==> src/rtl/pvci_arb2.sv <==
// Two-requester arbiter/sequencer for the 8-bit PVCI register port: one strobe per access,
// read data sampled WAIT_CYCLES after the strobe. Define PVCI_ARB_FIXED_PRIO_EN for fixed priority.
module pvci_arb2 #(
    parameter int unsigned WAIT_CYCLES = 1
) (
    input  logic        pclk,
    input  logic        presetn,
    input  logic [1:0]  req_valid,
    input  logic [1:0]  req_rd,
    input  logic [15:0] req_addr,
    input  logic [15:0] req_wd,
    output logic [1:0]  req_ack,
    output logic [7:0]  req_rdata,
    output logic [7:0]  pvci_addr,
    output logic [7:0]  pvci_wd,
    output logic        pvci_valid,
    output logic        pvci_rd,
    input  logic [7:0]  pvci_rdata,
    output logic        busy
);

    typedef enum logic [1:0] {IDLE, ISSUE, WAIT, DONE} state_t;

    state_t      state_q, state_d;
    logic        grant_q, grant_d;
    logic [3:0]  cnt_q, cnt_d;
    logic [7:0]  addr_q, addr_d;
    logic [7:0]  wd_q, wd_d;
    logic        rd_q, rd_d;
    logic [7:0]  rdata_q, rdata_d;
    logic        sel;

`ifdef PVCI_ARB_FIXED_PRIO_EN
    // Requester 0 always wins; requester 1 only when requester 0 is idle.
    always_comb begin
        sel = ~req_valid[0];
    end
`else
    logic last_q, last_d;

    // On contention the requester not granted last time wins.
    always_comb begin
        if (req_valid == 2'b11) begin
            sel = ~last_q;
        end else begin
            sel = req_valid[1];
        end
    end
`endif

    always_comb begin
        state_d = state_q;
        grant_d = grant_q;
        cnt_d   = cnt_q;
        addr_d  = addr_q;
        wd_d    = wd_q;
        rd_d    = rd_q;
        rdata_d = rdata_q;
`ifndef PVCI_ARB_FIXED_PRIO_EN
        last_d  = last_q;
`endif
        case (state_q)
            IDLE: begin
                if (req_valid != 2'b00) begin
                    grant_d = sel;
                    addr_d  = req_addr[{sel, 3'b000} +: 8];
                    wd_d    = req_wd[{sel, 3'b000} +: 8];
                    rd_d    = req_rd[sel];
                    state_d = ISSUE;
                end
            end
            ISSUE: begin
                cnt_d   = 4'(WAIT_CYCLES - 1);
                state_d = WAIT;
            end
            WAIT: begin
                if (cnt_q == 4'd0) begin
                    if (rd_q) begin
                        rdata_d = pvci_rdata;
                    end
                    state_d = DONE;
                end else begin
                    cnt_d = cnt_q - 4'd1;
                end
            end
            DONE: begin
`ifndef PVCI_ARB_FIXED_PRIO_EN
                last_d  = grant_q;
`endif
                state_d = IDLE;
            end
            default: state_d = IDLE;
        endcase
    end

    always_ff @(posedge pclk or negedge presetn) begin
        if (!presetn) begin
            state_q <= IDLE;
            grant_q <= 1'b0;
            cnt_q   <= 4'd0;
            addr_q  <= 8'h00;
            wd_q    <= 8'h00;
            rd_q    <= 1'b0;
            rdata_q <= 8'h00;
`ifndef PVCI_ARB_FIXED_PRIO_EN
            last_q  <= 1'b1;
`endif
        end else begin
            state_q <= state_d;
            grant_q <= grant_d;
            cnt_q   <= cnt_d;
            addr_q  <= addr_d;
            wd_q    <= wd_d;
            rd_q    <= rd_d;
            rdata_q <= rdata_d;
`ifndef PVCI_ARB_FIXED_PRIO_EN
            last_q  <= last_d;
`endif
        end
    end

    // Outputs decode registered state only, so reset drops the strobe immediately.
    assign pvci_valid = (state_q == ISSUE);
    assign busy       = (state_q != IDLE);
    assign req_ack    = (state_q == DONE) ? (grant_q ? 2'b10 : 2'b01) : 2'b00;
    assign pvci_addr  = addr_q;
    assign pvci_wd    = wd_q;
    assign pvci_rd    = rd_q;
    assign req_rdata  = rdata_q;

endmodule
==> config.mk <==
export PLATFORM = sky130hd
export DESIGN_NAME = pvci_arb2
export DESIGN_NICKNAME = d
export VERILOG_FILES = /design/src/rtl/pvci_arb2.sv
export SDC_FILE = /design/constraint.sdc
export NUM_CORES = 1
export LEC_CHECK = 0
export CAP_MARGIN = 20
export CELL_PAD_IN_SITES_DETAIL_PLACEMENT = 1
export CELL_PAD_IN_SITES_GLOBAL_PLACEMENT = 1
export CORE_UTILIZATION = 25
export CTS_BUF_LIST = sky130_fd_sc_hd__clkbuf_16
export CTS_CLUSTER_DIAMETER = 200
export DETAILED_ROUTE_END_ITERATION = 8
export GPL_ROUTABILITY_DRIVEN = 0
export PLACE_DENSITY = 0.67
export SYNTH_ARGS = -nofsm -noshare
export SYNTH_HDL_FRONTEND = slang
export SYNTH_SLANG_ARGS = --single-unit
export TNS_END_PERCENT = 5
==> constraint.sdc <==
create_clock -name pclk -period 1.7 [get_ports pclk]
set_clock_uncertainty 0.05 [all_clocks]
set_input_delay 0.255 -clock pclk [delete_from_list [all_inputs] [get_ports pclk]]
set_output_delay 0.255 -clock pclk [all_outputs]
set_load 0.1 [all_outputs]
* After elaboration in Yosys (flattened, before gate mapping)
Cells that the tools add are included.
Word-level totals: output and inout port bits 29, latch bits 0, bits in read-only memories 0, bits in writable memories 0, input bits 46, flip-flop bits (word level) 33, memories kept 0
Cells by class: magnitude comparators 1, eq/ne operators 7, divide/modulo/power cells 0, shift operators 2, $add $sub $neg 1, bitwise gates (word level) 1, multiplexer cells 10, reductions and logical operators 9, multipliers 0
Operators by type and width (number):
- 16-bit by 5-bit indexed part select with 8-bit output | 2
- 2-bit 2-to-1 mux | 4
- 2-bit one-hot mux with 4 select lines | 1
- 4-bit one-hot mux with 2 select lines | 1
- 2-bit == test (second input constant) | 3
- 2-bit inequality test (second input constant) | 3
- 2-bit AND reduction | 3
- 2-bit nonzero test | 3
- 4-bit logical NOT | 1
- 4-bit 2-to-1 mux | 1
- 4-bit by 1-bit subtractor with 4-bit output (second input constant) | 1
- 1-bit 2-to-1 mux | 3
- 3-bit AND reduction | 1
- 2-bit by 1-bit == test with 1-bit output (second input constant) | 1
- 2-bit logical NOT | 1
- 1-bit by 2-bit < comparator with 1-bit output (second input constant) | 1
- 1-bit NOT | 1

* Depth between registers and ports, before layout
word-level depth 4, gate-level depth with buffers 6

* Worst setup path after synthesis
No wires, ideal clock.
kind reg2out, start register state_q[0], end output req_ack[0], arrival 1908 ps, stages on the path, launching flop included 3, required time 1395 ps, slack -513 ps, path buffers 0, cells stage by stage dfrtp_1 ha_1 nor2b_1
On the way: cells in the longest elaborated chain, start to end 2
RTL lines:
- start: declaration | line 24 | state_t state_q, state_d;
- start signal: assignment | line 109 | state_q <= state_d;
- 2-bit == test | line 125 | assign req_ack = (state_q == DONE) ? (grant_q ? 2'b10 : 2'b01) : 2'b00;
- 2-bit 2-to-1 mux | line 125
- end: declaration | line 12 | output logic [1:0] req_ack,
No other way between the ends.

* Worst setup path after layout
start register cnt_q[1], end register rdata_q[2] (netlist: req_rdata[2])
On the way: cells in the longest elaborated chain, start to end 2
RTL lines:
- start: declaration | line 26 | logic [3:0] cnt_q, cnt_d;
- start signal: assignment | line 111 | cnt_q <= cnt_d;
- 4-bit logical NOT | line 77 | if (cnt_q == 4'd0) begin
- 3-bit AND reduction (no source line)
- end signal: assignment | line 115 | rdata_q <= rdata_d;
- end: declaration | line 30 | logic [7:0] rdata_q, rdata_d;
No other way between the ends. A chain may end at the register's enable or synchronous reset.

==> impl_metrics.py <==
metrics = {
    "status": {
        "outcome": "finished clean",
    },
    "synth": {
        "synth_area_leaders": "dfrtp_1 (51%), mux2i_1 (12%), mux2_2 (6.4%)",
        "synth_edf_count": 0,
        "yosysWarnings": 0,
        "synth_cells": 137,
        "synth_common_cells": "dfrtp_1 (32), nand2_1 (22), mux2i_1 (19), o21ai_0 (19), mux2_2 (9)",
        "synth_ff_type": "dfrtp_1",
        "avgSynthCellArea_um2": 11.55,
        "ys_ff_latch": 33,
        "syn-cell-area_um2": 1583,
        "synth_top_area_cell": "dfrtp_1",
        "synth_top_area_share": 0.5059,
        "synth-async-reset-ratio": 1.000,
        "synth_cell_type_count": 28,
        "yosysSeqAreaShare": 0.5225,
        "syn_nets": 189,
        "yosysMostFrequentCell": "dfrtp_1",
    },
    "placed_design": {
        "pre_cts_ws_ns": -0.1465,
        "io_buffers": 74,
        "placed_cells": 291,
        "hpwl_um": 2976,
    },
    "timing": {
        "slew_headroom": 0.6251,
        "period_share": 0.9756,
        "setup_tns_ns": 0,
        "worstMarginPinSlew_ns": 0.5623,
        "finalSetupViolations": 0,
        "setup_ws_ns": 0.04150,
        "rsz0062_at_grt": "true",
        "max_freq_ghz": 0.6030,
        "fin_crit_ns": 1.658,
        "hold_viol_final": 0,
        "slew_violations": 0,
    },
    "job": {
        "cap_violations": 0,
    },
    "route": {
        "wl_per_cell_um": 12.60,
        "vias": 1310,
        "first_iter_violations": 40,
        "antenna_left": 0,
        "via_per_inst": 4.338,
        "first_pass_iters": 2,
        "wl_um": 3806,
        "drc": 0,
    },
    "clock_tree": {
        "clockBufferDepth": 2,
        "root_buffer": "clkbuf_16",
        "tritoncts": "done",
        "clk_latency_ns": 0.27,
        "clk_pin_slew_ns": 0.06,
        "cts_buffers": 5,
        "cts.sinks": 33,
        "htreeDepth": 2,
    },
    "worst_setup_path": {
        "required_ns": 1.80,
        "cp.arrival_ns": 1.76,
        "worstSetupPathDepth": 7,
        "critPathMaxStageDelay_ns": 0.37,
        "reg2reg_setup_slack_ns": 0.04,
        "cp_num_buf_inv": 3,
        "crit_path_cell_trace": "inv_1 > ha_2 > buf_6 > nand3b_4 > nor3b_4 > buf_12 > mux2_2",
        "worst_setup_path_end_kind": "register",
        "critical-path-top-delay-family": "flip-flops",
        "start_kind": "register",
        "cp-startpoint": "cnt_q[1]",
        "cp_max_fo": 8,
        "reg2reg_from": "cnt_q[1]",
        "crit_type": "reg2reg",
        "crit_end": "req_rdata[2]",
        "crit_path_top_delay_cell": "dfrtp_1",
        "ff2ff_path_depth": 7,
        "rr_endpoint": "req_rdata[2]",
    },
    "die": {
        "ios": 75,
        "rows": 28,
        "start_util": 0.2627,
        "coreArea_um2": 6026,
        "dieWidth_um": 81.57,
        "fp.dieH_um": 81.57,
        "dieArea_um2": 6654,
    },
    "hold_path": {
        "holdCritPathClass": "in2async",
    },
    "cells_and_area": {
        "area_delta_synth_final_pct": 87.51,
        "final_nets": 278,
        "final_core_util": 0.4925,
        "register_area_um2": 827.0,
        "fillers": 653,
        "final_cells": 302,
        "drive_gt1_frac": 0.3216,
        "multi_input_area_um2": 724.4,
        "num_antenna_cells": 0,
    },
    "global_route": {
        "grt_util_all_layers": 0.1303,
        "grt_pass1_wl_um": 6582,
        "grt_max_degree": 35,
        "grt_overflow": 0,
        "antenna_found_initial": 0,
        "grt_pass1_vias": 1409,
    },
}
==> flip-flops by register name, indices dropped and copies added (netlist names) <==
register / flops
pvci_addr: 8
pvci_rd: 1
state_q: 2
req_rdata: 8
pvci_wd: 8
grant_q: 1
last_q: 1
cnt_q: 4
==> placed cells by master, fill, tap and decap left out, drive strengths merged, types with 3 or more instances in the layout <==
cell type      netlist  final
ha                   6      6
buf                  3     43
inv                  6      6
clkbuf               3      5
mux2                10     10
mux2i               19     19
clkdlybuf4s50        0     44
nand2               22     22
o21ai               20     20
dfrtp               32     32
clkinv               0      3
==> area by class of cell <==
type,instances,share of cell area
Clock buffer,5,0.04216
Clock inverter,3,0.004216
Inverter,6,0.007589
Multi-Input combinational cell,92,0.2441
Sequential cell,33,0.2787
Tap cell,75,0.03162
Timing Repair Buffer,88,0.3917
==> per-layer routing <==
metal	vias to the layer above	global-route usage	share of wire	wire length, um
li1	649	-	-	-
met1	610	0.1502	0.41	1555
met2	47	0.2208	0.50	1912
met3	4	0.05778	0.081	308
met4	0	0.03158	0.0076	29
met5	-	0	0	0
==> stage by stage <==
| step | area (um2) | hold WS, ns |
|---|---|---|
| finish | 2968 | 0.4859 |
| floorplan | 1585 | -0.09059 |
| detailed placement | 2779 | 0.2622 |
| global placement | 2779 | 0.2702 |
| CTS | 2940 | 0.4934 |
| global route | 2968 | 0.5194 |
==> cell families after synthesis <==
group                      Yosys count  synth area share
DFF                                 33            0.5225
adders and majority gates            6           0.04743
buffers and inverters               12           0.03794
muxes                               29            0.1913
and+or+nand+nor                     33            0.1154
AOI/OAI and AO/OA                   24           0.08537
==> how the worst min path moves through the flow <==
stage / from / endpoint / slack [ns] / cells past startpoint
5_1_grt: pvci_addr[5] / pvci_addr[5] / 0.52 / 2
4_1_cts: pvci_addr[0] / pvci_addr[0] / 0.49 / 2
3_5_place_dp: presetn / cnt_q[3] / 0.26 / 2
2_1_floorplan: presetn / cnt_q[0] / -0.09 / 0
3_3_place_gp: presetn / state_q[0] / 0.27 / 2
6_report: presetn / cnt_q[3] / 0.49 / 3
==> worst register-to-register path: cells and delay by family (launching register included) <==
| kind | cells | cell delay, ns |
|---|---|---|
| adder cells (fa/ha/maj) | 1 | 0.17 |
| buffers and inverters | 3 | 0.32 |
| flip-flops | 1 | 0.37 |
| multiplexers | 1 | 0.33 |
| AND/OR/NAND/NOR | 2 | 0.29 |
==> repair_timing <==
action / CTS / global route
setup buffers: 1 / 1
pin swaps: 0 / 2
hold endpoints to repair: 32 / 0
setup endpoints to repair: 5 / 12
hold buffers: 1 / 0
gates resized for setup: 3 / 8
Power is left out: the tool's default activity adds up to more than one toggle a clock period on the data nets, which glitch-free logic cannot reach.
